--- src/rtl/serial_adder_ctrl.sv ---
// Bit-serial adder controller: one full-adder cell reused LSB-first over WIDTH clocks,
// returning {c_out, sum} = in1 + in2 + c_in with a start/busy/done handshake.
//
// state | meaning
// ------+--------------------------------------------------------------
// IDLE  | waiting for start; last result held on sum/c_out
// ADD   | one bit per clock through the full-adder cell, busy=1
// DONE  | single-cycle done pulse; start here reloads straight into ADD
module serial_adder_ctrl #(
    parameter int WIDTH = 8,
    parameter int CNT_W = $clog2(WIDTH)
) (
    input  logic             clk,
    input  logic             rst,
    input  logic             start,
    input  logic [WIDTH-1:0] in1,
    input  logic [WIDTH-1:0] in2,
    input  logic             c_in,
    output logic             busy,
    output logic             done,
    output logic [WIDTH-1:0] sum,
    output logic             c_out
);

    typedef enum logic [1:0] {
        IDLE = 2'd0,
        ADD  = 2'd1,
        DONE = 2'd2
    } state_t;

    state_t           state;
    logic [WIDTH-1:0] op_a;
    logic [WIDTH-1:0] op_b;
    logic [WIDTH-1:0] partial;
    logic             carry;
    logic [CNT_W-1:0] cnt;

    logic             s_bit;
    logic             co_bit;
    logic             last_bit;

    always_comb begin
        s_bit  = op_a[0] ^ op_b[0] ^ carry;
        co_bit = (op_a[0] & op_b[0]) | (carry & (op_a[0] ^ op_b[0]));
    end

    assign last_bit = (cnt == CNT_W'(WIDTH - 1));

    always_ff @(posedge clk or posedge rst) begin
        if (rst) begin
            state   <= IDLE;
            op_a    <= '0;
            op_b    <= '0;
            partial <= '0;
            carry   <= 1'b0;
            cnt     <= '0;
            busy    <= 1'b0;
            done    <= 1'b0;
            sum     <= '0;
            c_out   <= 1'b0;
        end else begin
            case (state)
                ADD: begin
                    op_a    <= op_a >> 1;
                    op_b    <= op_b >> 1;
                    partial <= {s_bit, partial[WIDTH-1:1]};
                    carry   <= co_bit;
                    cnt     <= cnt + CNT_W'(1);
                    // Result registers move only here, so they never show a partial value.
                    if (last_bit) begin
                        sum   <= {s_bit, partial[WIDTH-1:1]};
                        c_out <= co_bit;
                        state <= DONE;
                        busy  <= 1'b0;
                        done  <= 1'b1;
                    end
                end
                default: begin
                    // IDLE and DONE both accept a new start; DONE otherwise falls back to IDLE.
                    done  <= 1'b0;
                    busy  <= 1'b0;
                    state <= IDLE;
                    if (start) begin
                        op_a    <= in1;
                        op_b    <= in2;
                        carry   <= c_in;
                        cnt     <= '0;
                        partial <= '0;
                        state   <= ADD;
                        busy    <= 1'b1;
                    end
                end
            endcase
        end
    end

endmodule
--- config.mk ---
export PLATFORM = sky130hd
export DESIGN_NAME = serial_adder_ctrl
export DESIGN_NICKNAME = d
export VERILOG_FILES = /design/src/rtl/serial_adder_ctrl.sv
export SDC_FILE = /design/constraint.sdc
export NUM_CORES = 1
export LEC_CHECK = 0
export ABC_CLOCK_PERIOD_IN_PS = 2080
export BUFFER_PORTS_ARGS = -buffer_cell sky130_fd_sc_hd__buf_2
export CORE_ASPECT_RATIO = 2
export CORE_MARGIN = 2
export CORE_UTILIZATION = 35
export DETAILED_ROUTE_END_ITERATION = 12
export MAX_ROUTING_LAYER = met4
export PLACE_DENSITY_LB_ADDON = 0.08
export SYNTH_ARGS = -nofsm -noshare
export SYNTH_HDL_FRONTEND = slang
export SYNTH_SLANG_ARGS = --single-unit
--- constraint.sdc ---
create_clock -name clk -period 2.08 [get_ports clk]
set_clock_uncertainty 0.2 [all_clocks]
set_input_delay 0.104 -clock clk [delete_from_list [all_inputs] [get_ports clk]]
set_output_delay 0.104 -clock clk [all_outputs]
set_load 0.1 [all_outputs]
# Yosys cells after proc, flatten, opt, wreduce, memory -nomap -nowiden
# Cells that the tools add are included.
# op_classes
add_sub_neg,1
n_eq_ne,3
n_mux,18
n_bitwise,5
n_reduce_logical,2
# op_table
cell,n
$mux 8,6
$mux 1,8
$mux 3,2
$mux 2,2
$add 3x1->3 const B,1
$eq 3x3->1 const B,1
$and 1x1->1,2
$eq 2x1->1 const B,1
$ne 2x2->1 const B,1
$reduce_and 2->1,1
$reduce_bool 2->1,1
$xor 1x1->1,2
$or 1x1->1,1
# word_totals
register_bits,41
output_inout_bits,11
elab_cells,39

# Logic depth before layout (Yosys ltp)
# depth
word_depth,4
depth_mapped,5
ltp_nobuf,4

# Worst setup path before layout
# No wires, ideal clock.
# synth_timing
path_kind,reg-to-reg
startpoint,register state[1]
endpoint,register cnt[1]
setup_ns,0.125
arrival_time_ns,1.826
t_required_ns,1.755
path_slack_ns,-0.070
stages_incl_launch_ff,5
synth_period_minus_slack_ns,2.150
path_cell_list,dfrtp_1 -> nand2b_1 -> buf_2 -> buf_4 -> mux2_2
# synth_between
elab_chain_len,2
word_cells_on_any_way,3
classes_between,1 x eq/ne; 1 x mux; 1 x reduce/logical
# synth_rtl
element,line_no,source
"start, declared",31,state_t state;
"start signal, assigned",51,state <= IDLE;
"start signal, assigned",73,state <= DONE;
"start signal, assigned",82,state <= IDLE;
$eq 2x1->1 *,62,case (state)
$mux 3 or $reduce_bool 2->1 (tied branches),-,
"end signal, assigned",68,cnt <= cnt + CNT_W'(1);
"end, declared",36,logic [CNT_W-1:0] cnt;
# Mark *: on every way between the ends. The rest lies on a longest branch, timed or not.
# A chain may end at the register's enable or synchronous reset.

# Worst setup path after layout
# layout_timing
startpoint,register cnt[0]
endpoint,register sum[3]
# layout_between
elab_chain_len,2
# layout_rtl
element,line_no,source
$eq 3x3->1,47,assign last_bit = (cnt == CNT_W'(WIDTH - 1));
$reduce_and 2->1 (no line),-,
"end signal, assigned",71,"sum <= {s_bit, partial[WIDTH-1:1]};"
"end, declared",21,"output logic [WIDTH-1:0] sum,"
# No other way between the ends.

==> reports/metrics.yaml <==
outcome: "complete, no violations"
track_usage_pct: 13.55
die_h_um: 105.1
arrival_ps: 1750
die-area_sq_um: 5735
p_per_area_nw_per_um2: 1493
maxCapViolCount: 0
setup-tns-final_ps: 0
hpwl_um: 2101
period_needed_ps: 1771
final_cell_mix: "dfrtp_1 (37), mux2_2 (34), buf_2 (30)"
drive_gt1_share_pct: 53.22
ios: 31
final-seq-area_sq_um: 952.2
h-tree-depth: 2
endpoint_kind: "flop"
start_util_pct: 36.44
syn-num-nets: 140
fin_nets: 193
layout_commonest_cell: "dfrtp_1"
avgSynthCellArea_sq_um: 15.29
synth_seq_cells: 38
grt_max_degree: 39
p_total_mw: 3.369
max-vdd-ir-drop_mv: 0.9045
holdPathStages: 3
design_area_sq_um: 2256
num-fill-cells: 458
worstSetupStartpointType: "flop"
first_pass_iters: 3
critPathMaxFanout: 9
grt-ovfl-total: 0
grt_pass1_wl_um: 5388
worst_pin_slew_ps: 513.8
critPathKind: "reg -> reg"
rsz0062_at_grt: "no"
netlist_instances: 117
yosysWarnings: 0
area_growth_pct: 26.08
post-route-util_pct: 45.95
min_period_over_period_pct: 85.12
min_path_type: "in -> reg"
multiInputGateArea_sq_um: 765.7
total_leakage_power_nw: 1.113
antenna_found_initial: 0
cts_resized: 0
fp.coreArea_sq_um: 4910
place_area_sq_um: 1984
die_w_um: 54.56
worstRegToRegCells: 5
io_buffer_count: 30
hold_violations: 0
via_count: 1078
setup_viol: 0
viasPerCell: 4.728
clkTransAtPathRegs_ps: 70
final_max_slew_viol_count: 0
crit_required_ps: 2050
yosysSeqAreaShare_pct: 53.15
cts.sinks: 38
n_antenna_cell: 0
drc: 0
root_buffer: "clkbuf_8"
netlist_area_sq_um: 1789
drt_iter0_markers: 8
gp_congestion: 0.6693
grt_pass1_vias: 1189
drtAntennaViolNets: 0
ys_types: 16
insertion_delay_ps: 290
cts_tree: "done"
cts_made_buffers: 5
clock.fmax_mhz: 564.8
clock_path_buffers: 2
maxSlewHeadroom_pct: 65.74
postRouteWirelength_um: 3225
route.detailed.wl_per_inst_um: 14.14
placementRows: 36
[metal layers]
| layer | up-vias | part of all wire [%] | global-route usage, % |
|---|---|---|---|
| li1 | 516 | - | - |
| met4 | 0 | 2.4 | 6.429 |
| met2 | 21 | 52 | 22.20 |
| met3 | 8 | 3.3 | 3.000 |
| met5 | - | 0 | - |
| met1 | 533 | 42 | 14.77 |
[metrics by stage]
stage | cells | setup slack, ps | hold WS, ps
global route | 228 | 245.6 | 260.3
finish | 228 | 309.4 | 227.5
floorplan | 117 | 83.99 | 60.22
global placement | 202 | 343.1 | 41.36
CTS | 228 | 299.1 | 225.1
detailed placement | 202 | 317.3 | 50.81
[critical path, cell delays in order (launching register included)]
cell      delay (ps)
dfrtp_1          400
ha_1             200
ha_1             180
nand3b_1         130
buf_4            210
mux2_2           350
[synth_stat cells (all sizes together)]
cell	instances	share of area [%]
mux2	48	33
dfrtp	38	53
nor2b	10	3.5
buf	7	3.6
mux2i	3	1.7
ha	2	1.4
inv	2	0.42
nand2b	2	0.70
nor2	2	0.42
fa	1	1.1
nand3b	1	0.42
o21a	1	0.42
[report_power, final]
group          leakage [nW]  internal (mW)  switching [mW]
Clock                0.0482          0.267           0.253
Sequential            0.485           1.04           0.160
Combinational         0.580          0.669           0.982
Total                  1.11           1.97            1.39
[path summary, 6_finish.rpt]
| check | from | endpoint | slack (ps) |
|---|---|---|---|
| max | cnt[0]$_DFFE_PP0P_ | sum[3]$_DFFE_PP0P_ | 310 |
| min | start | partial[5]$_DFFE_PP0P_ | 230 |
| max reg2reg | cnt[0]$_DFFE_PP0P_ | sum[3]$_DFFE_PP0P_ | 310 |
| min reg2reg | cnt[0]$_DFFE_PP0P_ | cnt[0]$_DFFE_PP0P_ | 290 |
| max in group asynchronous | rst | state[1]$_DFFE_PP0P_ | 1040 |
| min in group asynchronous | rst | op_b[6]$_DFFE_PP0P_ | 260 |
[kinds of logic (layout without fill, tap and decap cells)]
logic type	after synthesis	after routing	synth area share [%]
DFF	38	38	53.15
muxes	51	51	34.83
AOI/OAI and AO/OA	1	1	0.4197
buffers and inverters	9	63	4.056
adders and majority gates	3	3	2.517
and+or+nand+nor	15	15	5.035
[registers in the layout, indices dropped and copies added, names as in the netlist]
signal / count
sum: 8
cnt: 3
state: 2
carry: 1
partial: 7
c_out: 1
op_a: 8
op_b: 8
[layout make-up]
cell class | count | share of cell area [%]
flip-flops and latches | 38 | 42.21
repair buffers | 53 | 16.31
inverters | 2 | 0.3328
clock buffers | 7 | 3.827
clock inverters | 1 | 0.2219
well taps | 57 | 3.161
multi-input cells | 70 | 33.94
[what timing repair did]
action,4_1_cts,5_1_grt
hold buffers,18,0
hold endpoints to repair,55,0
setup buffers,0,0
Power figures use the tool's default switching activity.
